File: src/rtl/spike_aer_encoder.sv
// Serialises a parallel spike vector into an address-event stream {neuron id, timestamp}.
// Each neuron has a one-deep pending slot in front of a shared event FIFO.
module spike_aer_encoder #(
    parameter int N_NEURONS  = 8,
    parameter int FIFO_DEPTH = 8,
    parameter int TS_WIDTH   = 8,
    localparam int AW = $clog2(N_NEURONS),
    localparam int PW = $clog2(FIFO_DEPTH),
    localparam int LW = PW + 1
) (
    input  logic                 clk,
    input  logic                 rst,
    input  logic                 en,
    input  logic [N_NEURONS-1:0] spike_in,
    output logic                 ev_valid,
    input  logic                 ev_ready,
    output logic [AW-1:0]        ev_addr,
    output logic [TS_WIDTH-1:0]  ev_ts,
    output logic [LW-1:0]        fifo_level,
    output logic [7:0]           drop_count,
    output logic                 overflow
);

    // Output handshake: an event transfers on any rising edge where ev_valid and
    // ev_ready are both 1; ev_valid depends only on stored state, never on ev_ready,
    // and the head event stays stable until it transfers.

    logic [TS_WIDTH-1:0]  r_ts;
    logic [N_NEURONS-1:0] r_pending;
    logic [TS_WIDTH-1:0]  r_ts_pend [N_NEURONS];
    logic [AW-1:0]        r_mem_addr [FIFO_DEPTH];
    logic [TS_WIDTH-1:0]  r_mem_ts [FIFO_DEPTH];
    logic [PW-1:0]        r_wr_ptr;
    logic [PW-1:0]        r_rd_ptr;
    logic [LW-1:0]        r_level;
    logic [7:0]           r_drop_count;
    logic                 r_overflow;

    logic                 w_pop;
    logic                 w_push;
    logic                 w_grant_any;
    logic [AW-1:0]        w_grant_idx;
    logic [N_NEURONS-1:0] w_push_mask;
    logic [N_NEURONS-1:0] w_spike;
    logic [N_NEURONS-1:0] w_drop_bits;
    logic [N_NEURONS-1:0] w_capture;
    logic [AW:0]          w_drop_cnt;
    logic [8:0]           w_drop_sum;
    logic [7:0]           w_drop_next;

    assign ev_valid   = (r_level != '0);
    assign ev_addr    = ev_valid ? r_mem_addr[r_rd_ptr] : '0;
    assign ev_ts      = ev_valid ? r_mem_ts[r_rd_ptr] : '0;
    assign fifo_level = r_level;
    assign drop_count = r_drop_count;
    assign overflow   = r_overflow;

    assign w_pop = ev_valid & ev_ready;

    // Scan from the top so the lowest set index wins.
    always_comb begin
        w_grant_idx = '0;
        for (int i = N_NEURONS - 1; i >= 0; i--) begin
            if (r_pending[i]) w_grant_idx = AW'(i);
        end
    end

    assign w_grant_any = |r_pending;
    assign w_push      = w_grant_any && ((r_level < LW'(FIFO_DEPTH)) || w_pop);
    assign w_push_mask = w_push ? (N_NEURONS'(1) << w_grant_idx) : '0;

    // A spike on a neuron whose slot is still occupied (and not leaving this
    // cycle) is merged into the older event; everything else is captured.
    assign w_spike     = en ? spike_in : '0;
    assign w_drop_bits = w_spike & r_pending & ~w_push_mask;
    assign w_capture   = w_spike & ~w_drop_bits;

    always_comb begin
        w_drop_cnt = '0;
        for (int i = 0; i < N_NEURONS; i++) begin
            w_drop_cnt = w_drop_cnt + {{AW{1'b0}}, w_drop_bits[i]};
        end
    end

    assign w_drop_sum  = {1'b0, r_drop_count} + 9'(w_drop_cnt);
    assign w_drop_next = (w_drop_sum > 9'd255) ? 8'hFF : w_drop_sum[7:0];

    always_ff @(posedge clk) begin
        if (rst) begin
            r_ts         <= '0;
            r_pending    <= '0;
            r_wr_ptr     <= '0;
            r_rd_ptr     <= '0;
            r_level      <= '0;
            r_drop_count <= '0;
            r_overflow   <= 1'b0;
            for (int i = 0; i < N_NEURONS; i++) r_ts_pend[i] <= '0;
        end else begin
            if (en) r_ts <= r_ts + TS_WIDTH'(1);
            r_pending <= (r_pending & ~w_push_mask) | w_capture;
            for (int i = 0; i < N_NEURONS; i++) begin
                if (w_capture[i]) r_ts_pend[i] <= r_ts;
            end
            if (w_push) r_wr_ptr <= r_wr_ptr + PW'(1);
            if (w_pop)  r_rd_ptr <= r_rd_ptr + PW'(1);
            case ({w_push, w_pop})
                2'b10:   r_level <= r_level + LW'(1);
                2'b01:   r_level <= r_level - LW'(1);
                default: r_level <= r_level;
            endcase
            if (|w_drop_bits) begin
                r_drop_count <= w_drop_next;
                r_overflow   <= 1'b1;
            end
        end
    end

    // Storage needs no reset: entries are only visible between the pointers.
    always_ff @(posedge clk) begin
        if (w_push) begin
            r_mem_addr[r_wr_ptr] <= w_grant_idx;
            r_mem_ts[r_wr_ptr]   <= r_ts_pend[w_grant_idx];
        end
    end

endmodule
File: config.mk
export PLATFORM = sky130hd
export DESIGN_NAME = spike_aer_encoder
export DESIGN_NICKNAME = d
export VERILOG_FILES = /design/src/rtl/spike_aer_encoder.sv
export SDC_FILE = /design/constraint.sdc
export NUM_CORES = 1
export LEC_CHECK = 0
export CAP_MARGIN = 25
export CORE_ASPECT_RATIO = 0.9
export CORE_UTILIZATION = 40
export CTS_CLUSTER_DIAMETER = 60
export DETAILED_ROUTE_END_ITERATION = 12
export GPL_TIMING_DRIVEN = 0
export PLACE_DENSITY = 0.57
export SYNTH_ARGS = -nofsm -noshare
export SYNTH_HDL_FRONTEND = slang
export SYNTH_SLANG_ARGS = --single-unit
export TNS_END_PERCENT = 30
File: constraint.sdc
create_clock -name clk -period 4.8 [get_ports clk]
set_input_delay 0.48 -clock clk [delete_from_list [all_inputs] [get_ports clk]]
set_output_delay 0.48 -clock clk [all_outputs]
set_load 0.01 [all_outputs]
# Word level (Yosys, flattened, before mapping)
# Memories as Yosys holds them, arrays and structs flattened. A register that Yosys moved wholly into a read port is not among the register bits.
# Index checks and enable logic that the tools add are counted.
[totals]
ff_bits = 35
mem_bits_rw = 152
word_cells = 104
mem_count = 3
[mem_list]
columns = ["memory", "depth", "word_bits", "rd", "rd_clocked_by_memory_dff", "wr", "line", "source"]
rows = [
  ["r_mem_ts", 8, 8, 1, 1, 1, "32", "logic [TS_WIDTH-1:0] r_mem_ts [FIFO_DEPTH];"],
  ["r_ts_pend", 8, 8, 1, 0, 8, "30", "logic [TS_WIDTH-1:0] r_ts_pend [N_NEURONS];"],
  ["r_mem_addr", 8, 3, 1, 1, 1, "31", "logic [AW-1:0] r_mem_addr [FIFO_DEPTH];"],
]
[op_classes]
n_addsub = 13
n_lt_le_gt_ge = 2
eq_ne = 2
shifts = 1
muxes = 54
bitwise = 16
reduce_logical = 6
[op_table]
columns = ["operator", "n"]
rows = [
  ["$mux 8", 12],
  ["$mux 3", 13],
  ["$and 8x8->8", 4],
  ["$mux 1", 28],
  ["$add 4x1->4", 4],
  ["$not 8->8", 2],
  ["$reduce_or 8->1", 2],
  ["$add 8x4->9", 1],
  ["$gt 9x8->1 const B", 1],
  ["$add 8x1->8 const B", 1],
  ["$or 1x1->1", 8],
  ["$or 8x8->8", 1],
  ["$pmux 4 s2", 1],
  ["$shl 1x3->8 const A", 1],
  ["$add 3x1->3 const B", 2],
  ["$add 3x1->4", 1],
  ["$add 4x1->4 const B", 1],
  ["$lt 4x4->1 const B", 1],
  ["$reduce_bool 4->1", 1],
  ["$sub 4x1->4 const B", 1],
  ["$add 2x1->3", 1],
  ["$add 1x1->2", 1],
  ["$eq 2x1->1 const B", 1],
  ["$eq 2x2->1 const B", 1],
  ["4 further kinds", 4],
]

# Depth between registers and ports, before layout
# Gate-level depths: netlist (run 1).
[depth]
depth_word = 22
mapped_depth = 19
ltp_nobuf = 17

# Least setup slack after synthesis (run 1)
# OpenSTA, ideal clock, no wires.
[synth_path]
kind = "flip-flop to flip-flop"
from = "register r_pending[4]"
to = "register r_drop_count[6] (netlist: drop_count[6])"
setup_time_ns = 0.119
arrival_ns = 4.500
required_ns = 4.681
slack_ns = 0.181
path_stages_with_launch = 18
path_buffers = 2
period_less_slack_ns = 4.619
cell_sequence = "dfxtp_1 -> buf_2 -> or4_1 -> nand3_2 -> inv_2 -> nand4_1 -> and4_1 -> buf_4 -> inv_2 -> fa_1 -> fa_1 -> fa_1 -> fa_1 -> nor2b_1 -> o21ai_0 -> nand2_1 -> or4b_2 -> o221a_1"
[synth_between]
elab_chain_len = 19
word_cells_on_any_way = 23
cone_classes = "add/sub: 8; order compare: 1; shift: 1; mux: 7; bitwise: 3; reduce/logical: 3"
[synth_rtl]
columns = ["element", "line", "source"]
rows = [
  ["start: declaration", "29", "logic [N_NEURONS-1:0] r_pending;"],
  ["start signal: assignment", "100", "r_pending <= (r_pending & ~w_push_mask) | w_capture;"],
  ["$mux 3 (5 in series)", "64", "if (r_pending[i]) w_grant_idx = AW'(i);"],
  ["$shl 1x3->8", "70", "assign w_push_mask = w_push ? (N_NEURONS'(1) << w_grant_idx) : '0;"],
  ["$mux 8", "70", ""],
  ["$not 8->8", "75", "assign w_drop_bits = w_spike & r_pending & ~w_push_mask;"],
  ["$and 8x8->8 *", "75", ""],
  ["$add 1x1->2", "81", "w_drop_cnt = w_drop_cnt + {{AW{1'b0}}, w_drop_bits[i]};"],
  ["$add 2x1->3", "81", ""],
  ["$add 3x1->4", "81", ""],
  ["$add 4x1->4 (4 in series)", "81", ""],
  ["$add 8x4->9", "85", "assign w_drop_sum = {1'b0, r_drop_count} + 9'(w_drop_cnt);"],
  ["$gt 9x8->1", "86", "assign w_drop_next = (w_drop_sum > 9'd255) ? 8'hFF : w_drop_sum[7:0];"],
  ["$mux 8", "86", ""],
  ["end signal: assignment", "112", "r_drop_count <= w_drop_next;"],
  ["end: declaration", "36", "logic [7:0] r_drop_count;"],
]
# Mark *: on every way between the ends. The rest lies on a longest branch, timed or not.
# A chain may end at the register's enable or synchronous reset.

# Worst setup path in the final report (run 1)
[layout_path]
from = "register r_pending[6]"
to = "register r_drop_count[6] (netlist: drop_count[6])"
[layout_between]
elab_chain_len = 21
word_cells_on_any_way = 25
cone_classes = "add/sub: 8; order compare: 1; shift: 1; mux: 9; bitwise: 3; reduce/logical: 3"
[layout_rtl]
columns = ["element", "line"]
rows = [
  ["$mux 3 (7 in series)", "64"],
  ["$shl 1x3->8", "70"],
  ["$mux 8", "70"],
  ["$not 8->8", "75"],
  ["$and 8x8->8 *", "75"],
  ["$add 1x1->2", "81"],
  ["$add 2x1->3", "81"],
  ["$add 3x1->4", "81"],
  ["$add 4x1->4 (4 in series)", "81"],
  ["$add 8x4->9", "85"],
  ["$gt 9x8->1", "86"],
  ["$mux 8", "86"],
]
# Marks and branches as above.

==> impl_metrics.ini, run 1 <==
[final_layout]
nFillCells = 1752
drive_gt1_frac = 0.161
final_net_count = 721
postLayoutCoreUtil = 0.483
multi_input_area_sq_um = 2800
layout_common_cells = edfxtp_1 (152), nor2_1 (90), nand2_1 (53)
area_growth_syn_to_layout_pct = 17.4
seqCellArea_sq_um = 5330
final_common_cell = edfxtp_1
n_antenna_cell = 0

[timing]
worst_slew_pin_slew_ns = 0.942
finClkSkew_ns = 0.00966
period_share = 0.970
finalSetupTns_ns = 0
maxSlewHeadroom = 0.367
final-hold-violation-count = 0
finalCriticalPeriod_ns = 4.66
max_freq_mhz = 215
final_max_slew_viol_count = 0
setup_violations = 0
fin_ws_ns = 0.144

[critical_path]
crit_family = adder cells
arrival_ns = 4.97
crit_slowest_cell = or4b_2
path_class = register to register
cp_max_fo = 7
required_ns = 5.12
cpPeakStageDelay_ns = 0.59
startpoint_type = register
path_buf_inv = 3
end_kind = register
path_cells = nand2b_1 -> a221oi_2 -> buf_6 -> nand4_1 -> and4_1 -> buf_6 -> inv_4 -> fa_1 -> fa_1 -> fa_2 -> fa_2 -> nor2b_2 -> o21ai_2 -> nand2_2 -> or4b_2 -> o221a_1
rrSetupSlack_ns = 0.14

[pwr]
swShare = 0.293
p_sw_mw = 1.33
comb_power_share = 0.250
p_leak_nw = 3.41
irDropWorstVdd_mv = 0.244
power.share.clock = 0.294
powerDensity_nw_per_um2 = 466
seq_power_share = 0.456
p_int_mw = 3.21

[cts]
cts-root-buf = clkbuf_16
cts.sinks = 190
clkTransAtPathRegs_ns = 0.07
cts_tree = done
cts-hold-fix-buffers = 0
cts_buffers = 17
clock_latency_ns = 0.43
h-tree-depth = 4
cts_buffer_depth = 2

[synth]
syn-num-nets = 655
ys_async_sr_fraction = 0
ys_warn_count = 0
syn-mean-instance-area_sq_um = 13.3
syn_area_sq_um = 8300
synth_edf_count = 152
synthCells = 625
synth-seq-cells = 190
ys_types = 66
synth_flop_cell = edfxtp_1
synth_seq_area_share = 0.641

[global_route]
grt_overflow = 0
grt_usage = 0.181
grt_pass1_vias = 5288
grt_max_degree = 19
antenna_found_initial = 0
grt_pass1_wl_um = 28900

[placement]
io_buffers = 34
dp_slack_ns = -0.523
routabilityCongestion = 0.834
dp_hpwl_um = 13100

[detailed_routing]
vias_per_cell = 5.47
ant_nets = 0
met2_length_um = 9100
drc_errors = 0
drt_iter0_markers = 437
wl_per_cell_um = 19.3
vias = 5249
dr.max_layer_used = met4
wl_met1_um = 8290
drt-total-wl_um = 18500
firstDrtPassIters = 5
wl_met3_um = 914

[flow_run]
drv_cap = 0

[die]
coreArea_sq_um = 20200
ios = 37
die_x_um = 154
die_y_um = 139
row_count = 49
die_area_sq_um = 21300
initial_core_util = 0.412

[min_path]
hp-class = register to register

[status]
outcome = finished, final reports clean
kinds of logic (layout without fill, tap and decap cells):
| group | after synthesis | after routing | share of synthesized area |
|---|---|---|---|
| AND/OR/NAND/NOR | 210 | 210 | 0.113 |
| flip-flops | 190 | 190 | 0.641 |
| XOR/XNOR | 13 | 13 | 0.0137 |
| adder cells (fa/ha/maj) | 18 | 18 | 0.0325 |
| multiplexers | 48 | 48 | 0.0922 |
| buffers and inverters | 62 | 141 | 0.0310 |
| AO/OA/AOI/OAI | 84 | 84 | 0.0758 |
power by group through the flow:
stage	Clock (mW)	Sequential, mW	Combinational (mW)
finish	1.34	2.07	1.14
global placement	0	2.09	1.07
CTS	1.36	2.07	1.13
global route	1.42	2.09	1.25
detailed placement	0	2.10	1.12
floorplan	0	2.09	0.692
worst reg2reg max path, cell delays in order (launching register included):
cell	delay (ns)
dfxtp_1	0.36
nand2b_1	0.21
a221oi_2	0.35
buf_6	0.15
nand4_1	0.12
and4_1	0.24
buf_6	0.12
inv_4	0.09
fa_1	0.44
fa_1	0.51
fa_2	0.44
fa_2	0.42
nor2b_2	0.13
o21ai_2	0.07
nand2_2	0.09
or4b_2	0.59
o221a_1	0.23
path summary, 6_finish.rpt:
check,startpoint,to,depth (start not counted)
worst max-delay path,r_pending[6],drop_count[6],16
worst min-delay path,overflow,overflow,1
worst min register to register,overflow,overflow,1
worst max register to register,r_pending[6],drop_count[6],16
synth_stat cells, drive strengths merged, types with 2 or more instances:
cell	count	area, sq um
nand3b	3	22.5
and3	2	12.5
or3	4	25.0
nand4	5	31.3
a221o	2	20.0
a311oi	4	35.0
o21a	4	30.0
fa	6	120
dfxtp	38	761
o221a	4	45.0
a21oi	21	105
a21boi	2	15.0
clkbuf	17	63.8
and4	2	17.5
nor4	3	18.8
a22oi	6	45.0
buf	10	62.6
mux2	8	90.1
nand3	16	85.1
xnor2	4	35.0
a221oi	9	78.8
and2	2	12.5
nor2	92	348
a311o	2	20.0
o41ai	3	33.8
or2	3	18.8
o21ai	11	55.1
xor2	9	78.8
edfxtp	152	4560
or4	2	18.8
nand2b	4	25.0
nor2b	2	12.5
mux2i	18	180
ha	12	150
inv	35	131
o31ai	3	41.3
nor3	12	60.1
mux4	22	495
nand2	55	209
a31oi	3	18.8
cell type report:
type | instances | share of cell area
Clock buffer | 18 | 0.0440
Clock inverter | 14 | 0.0130
Multi-Input combinational cell | 373 | 0.287
Timing Repair Buffer | 49 | 0.0507
Sequential cell | 190 | 0.547
Tap cell | 255 | 0.0327
Inverter | 35 | 0.0140
Buffer | 25 | 0.0124
timing repair:
action,CTS,global route
endpoints found under the setup margin,1,1
gates cloned,0,0
pin swaps,1,10
resized for setup,7,14
buffers inserted,1,4
registers in the layout, indices dropped and copies added (netlist names), named ones only:
signal,cells
r_ts,8
drop_count,8
r_rd_ptr,3
r_wr_ptr,3
r_mem_ts,64
fifo_level,4
r_mem_addr,24
overflow,1
r_pending,8
r_ts_pend,64
metal layers:
layer  vias to the layer above  global-route usage
li1                       2464                   -
met1                      2627               0.238
met2                       144               0.301
met3                        14              0.0453
met4                         0              0.0463
met5                         -                   0
through the flow:
stage	hold slack [ns]	power, mW	instance area, sq um	instances
global route	0.492	4.75	9750	959
global placement	0.453	3.17	8960	914
floorplan	0.458	2.78	8300	625
finish	0.477	4.54	9750	959
CTS	0.469	4.55	9670	955
detailed placement	0.455	3.22	9080	922
Note: power is estimated with default switching activity, not from simulation.
==> run 2: changes to the inputs <==
==> constraint.sdc (replaced) <==
create_clock -name clk -period 4.8 [get_ports clk]
set_input_delay 0.48 -clock clk [delete_from_list [all_inputs] [get_ports clk]]
set_output_delay 0.48 -clock clk [all_outputs]
set_load 0.1 [all_outputs]
==> impl_metrics.ini, run 2 (synthesis results as in run 1) <==
[timing]
finClkSkew_ns = 0.00728
worst_slew_pin_slew_ns = 0.974
final_max_slew_viol_count = 0
finalCriticalPeriod_ns = 4.72
maxSlewHeadroom = 0.348
fin_ws_ns = 0.0819
rsz0062_at_grt = true
setup_violations = 0
final-hold-violation-count = 0
period_share = 0.983
max_freq_mhz = 212

[global_route]
grt_max_degree = 18
antenna_found_initial = 0
grt_overflow = 0
grt_pass1_vias = 5299
grt_pass1_wl_um = 29200
grt_usage = 0.184

[critical_path]
path_class = register to register
path_cells = buf_4 -> or4_4 -> nand3_4 -> inv_2 -> nand4_1 -> and4_1 -> buf_6 -> inv_4 -> fa_1 -> fa_1 -> fa_2 -> fa_2 -> nor2b_1 -> o21ai_1 -> nand2_1 -> or4b_2 -> o221a_1
crit_family = simple AND/OR/NAND/NOR gates
arrival_ns = 5.04
path_buf_inv = 4
cp_max_fo = 8
end_kind = register
cpPeakStageDelay_ns = 0.59
crit_slowest_cell = or4b_2
required_ns = 5.12
startpoint_type = register

[flow_run]
drv_cap = 0

[die]
die_x_um = 154
coreArea_sq_um = 20200
row_count = 49
die_y_um = 139
ios = 37
die_area_sq_um = 21300
initial_core_util = 0.412

[detailed_routing]
drt-total-wl_um = 18500
vias_per_cell = 5.40
vias = 5188
ant_nets = 0
drt_iter0_markers = 381
firstDrtPassIters = 5
wl_per_cell_um = 19.2
drc_errors = 0

[placement]
dp_slack_ns = -0.505
place_area_sq_um = 9080
io_buffers = 34
routabilityCongestion = 0.865
dp_hpwl_um = 13100
placed_cells = 922

[final_layout]
n_antenna_cell = 0
nFillCells = 1752
final_net_count = 722
reg.largest.list = r_mem_ts (64), r_ts_pend (64), r_mem_addr (24)
seqCellArea_sq_um = 5330
area_growth_syn_to_layout_pct = 17.4
layout_common_cells = edfxtp_1 (152), nor2_1 (90), nand2_1 (54)
final_common_cell = edfxtp_1
stdcell_area_sq_um = 9750
drive_gt1_frac = 0.157
instances_no_fill = 960
multi_input_area_sq_um = 2790

[min_path]
hp-class = input port to register

[cts]
cts_tree = done
cts_buffers = 17
clock_latency_ns = 0.43
cts.sinks = 190
cts-root-buf = clkbuf_16
cts-hold-fix-buffers = 0
clkTransAtPathRegs_ns = 0.07
cts_buffer_depth = 2
h-tree-depth = 4

[pwr]
p_sw_mw = 1.91
p_int_mw = 3.25
p_leak_nw = 3.42
powerDensity_nw_per_um2 = 529
seq_power_share = 0.401
comb_power_share = 0.334
power.share.clock = 0.265
irDropWorstVdd_mv = 0.337
swShare = 0.370

[status]
outcome = finished, final reports clean
[run 2: cell types whose count changed in the layout (fill, tap and decap cells not counted), sizes merged]
cell / delta
buf: +1
bufinv: +1
clkbuf: +1
clkinv: -1
inv: -1
[run 2: final cells by class]
class	count	share of cell area
Sequential cell	190	0.546
Tap cell	255	0.0327
Clock buffer	19	0.0444
Clock inverter	13	0.0137
Buffer	26	0.0132
Multi-Input combinational cell	373	0.286
Timing Repair Buffer	49	0.0503
Inverter	35	0.0137
[run 2: power by group through the flow]
stage               Combinational (mW)  Clock (mW)  Sequential (mW)
finish                            1.72        1.37             2.07
detailed placement                1.71           0             2.10
floorplan                         1.17           0             2.19
global placement                  1.66           0             2.09
CTS                               1.72        1.39             2.07
global route                      1.84        1.45             2.09
[run 2: what timing repair did]
item                       in CTS  in global routing
pin swaps                       1                  6
buffers inserted                2                  3
gates resized for setup         5                 11
setup endpoints to repair       1                  2
[run 2: routing by layer]
metal	global-route usage	wire length [um]
met1	0.238	8140
met2	0.310	9240
met3	0.0447	839
met4	0.0479	233
met5	0	0
[run 2: path summary, 6_finish.rpt]
check        depth (start not counted)  slack [ns]            end    startpoint
max                                 17        0.08  drop_count[6]  r_pending[5]
min                                  2        0.48  drop_count[1]           rst
max reg2reg                         17        0.08  drop_count[6]  r_pending[5]
min reg2reg                          1        0.48       overflow      overflow
[run 2: stage by stage]
step | setup TNS [ns] | hold slack (ns) | util | total power [mW]
2_1_floorplan | 0 | 0.458 | - | 3.37
6_report | 0 | 0.476 | 0.484 | 5.16
5_1_grt | -0.0705 | 0.506 | 0.484 | 5.38
4_1_cts | 0 | 0.468 | 0.480 | 5.18
3_5_place_dp | -1.49 | 0.459 | 0.450 | 3.81
3_3_place_gp | -1.58 | 0.452 | 0.444 | 3.75
==> run 3: changes to the inputs <==
--- a/config.mk
+++ b/config.mk
@@ -10,8 +10,8 @@
 export CORE_UTILIZATION = 40
 export CTS_CLUSTER_DIAMETER = 60
 export DETAILED_ROUTE_END_ITERATION = 12
+export GPL_ROUTABILITY_DRIVEN = 0
 export GPL_TIMING_DRIVEN = 0
-export PLACE_DENSITY = 0.57
 export SYNTH_ARGS = -nofsm -noshare
 export SYNTH_HDL_FRONTEND = slang
 export SYNTH_SLANG_ARGS = --single-unit
==> impl_metrics.ini, run 3 (synthesis results as in run 1) <==
[status]
outcome = finished, final reports clean

[critical_path]
cp_max_fo = 7
crit_family = adder cells
end_kind = register
cpPeakStageDelay_ns = 0.58
path_buf_inv = 3
path_class = input port to register
arrival_ns = 4.97
path_cells = clkdlybuf4s50_1 -> and2b_1 -> nor3_2 -> nand4_1 -> and4_1 -> buf_6 -> inv_4 -> fa_1 -> fa_1 -> fa_2 -> fa_2 -> nor2b_2 -> o21ai_2 -> nand2_2 -> or4b_2 -> o221a_1
crit_slowest_cell = or4b_2
startpoint_type = input port
required_ns = 5.13

[detailed_routing]
vias_per_cell = 5.48
drc_errors = 0
drt_iter0_markers = 387
vias = 5248
drt-total-wl_um = 18600
firstDrtPassIters = 5
wl_per_cell_um = 19.4
ant_nets = 0

[pwr]
powerDensity_nw_per_um2 = 537
comb_power_share = 0.326
power.share.clock = 0.280
irDropWorstVdd_mv = 0.331
seq_power_share = 0.394
p_int_mw = 3.31
p_leak_nw = 3.43
p_sw_mw = 1.94
swShare = 0.370
power.total_mw = 5.26

[final_layout]
area_growth_syn_to_layout_pct = 17.9
stdcell_area_sq_um = 9790
layout_common_cells = edfxtp_1 (152), nor2_1 (90), nand2_1 (53)
nFillCells = 1723
drive_gt1_frac = 0.161
reg.largest.list = r_mem_ts (64), r_ts_pend (64), r_mem_addr (24)
n_antenna_cell = 0
final_common_cell = edfxtp_1
final_net_count = 719
postLayoutCoreUtil = 0.485

[timing]
worst_slew_pin_slew_ns = 0.986
maxSlewHeadroom = 0.340
setup_violations = 0
max_freq_mhz = 215
finalCriticalPeriod_ns = 4.64
final-hold-violation-count = 0
finClkSkew_ns = 0.0126
period_share = 0.968
rsz0062_at_grt = false
final_max_slew_viol_count = 0

[die]
die_y_um = 139
coreArea_sq_um = 20200
die_x_um = 154
die_area_sq_um = 21300
initial_core_util = 0.412
row_count = 49
ios = 37

[cts]
cts_buffers = 17
cts-root-buf = clkbuf_16
clock_latency_ns = 0.44
clkTransAtPathRegs_ns = 0.08
cts.sinks = 190
h-tree-depth = 4
cts_buffer_depth = 2
cts_tree = done

[global_route]
met3_usage = 0.0347
use_met2 = 0.313
grt_pass1_vias = 5259
grt_usage = 0.184
busiest_layer = met2
grt_overflow = 0
grtUsageMet1 = 0.239
grt_pass1_wl_um = 29300
antenna_found_initial = 0
grt_max_degree = 20

[min_path]
hp-class = input port to register

[placement]
dp_hpwl_um = 13100
place_area_sq_um = 9080
io_buffers = 34

[flow_run]
drv_cap = 0
run 3: cell count changes in the layout (fill, tap and decap cells not counted), sizes merged:
| cell | delta |
|---|---|
| bufinv | +1 |
| buf | -3 |
| clkinv | -2 |
| clkbuf | -2 |
| inv | +3 |
run 3: power groups by stage:
stage	logic [mW]	clock network, mW	registers (mW)
final	1.72	1.47	2.07
after global routing	1.82	1.55	2.09
after CTS	1.72	1.50	2.07
after detailed placement	1.71	0	2.10
after global placement	1.65	0	2.09
after floorplan	1.17	0	2.19
run 3: what timing repair did:
| action | CTS | global route |
|---|---|---|
| cloned | 0 | 0 |
| buffers inserted | 2 | 2 |
| hold buffers | 0 | 0 |
| hold endpoints to repair | 0 | 0 |
| gates resized for setup | 5 | 13 |
| pin swaps | 1 | 9 |
| setup endpoints to repair | 1 | 4 |
run 3: final timing paths:
path | from | endpoint | slack [ns] | cells after the start
setup reg to reg | r_pending[4] | drop_count[6] | 0.16 | 16
setup / recovery | ev_ready | drop_count[6] | 0.16 | 16
hold / removal | rst | drop_count[1] | 0.46 | 2
hold reg to reg | overflow | overflow | 0.49 | 1
run 3: metrics by stage:
stage	hold slack [ns]	TNS (ns)	setup slack [ns]	instances
floorplan	0.458	0	0.180	625
global placement	0.454	-1.34	-0.500	914
detailed placement	0.465	-1.49	-0.503	922
CTS	0.438	0	0.00423	956
global route	0.483	0	0.00628	957
finish	0.458	0	0.155	957
run 3: layer usage:
| layer | share of wire | up-vias |
|---|---|---|
| met5 | 0 | - |
| met1 | 0.43 | 2637 |
| met3 | 0.045 | 19 |
| li1 | - | 2451 |
| met2 | 0.51 | 141 |
| met4 | 0.013 | 0 |
run 3: final cells by class:
class / instances / area (sq um) / area share
inverters: 35 / 136 / 0.0139
clock inverters: 15 / 196 / 0.0201
multi-input cells: 373 / 2790 / 0.285
flip-flops and latches: 190 / 5330 / 0.545
repair buffers: 47 / 475 / 0.0486
clock buffers: 17 / 425 / 0.0435
well taps: 255 / 319 / 0.0326
plain buffers: 25 / 118 / 0.0120
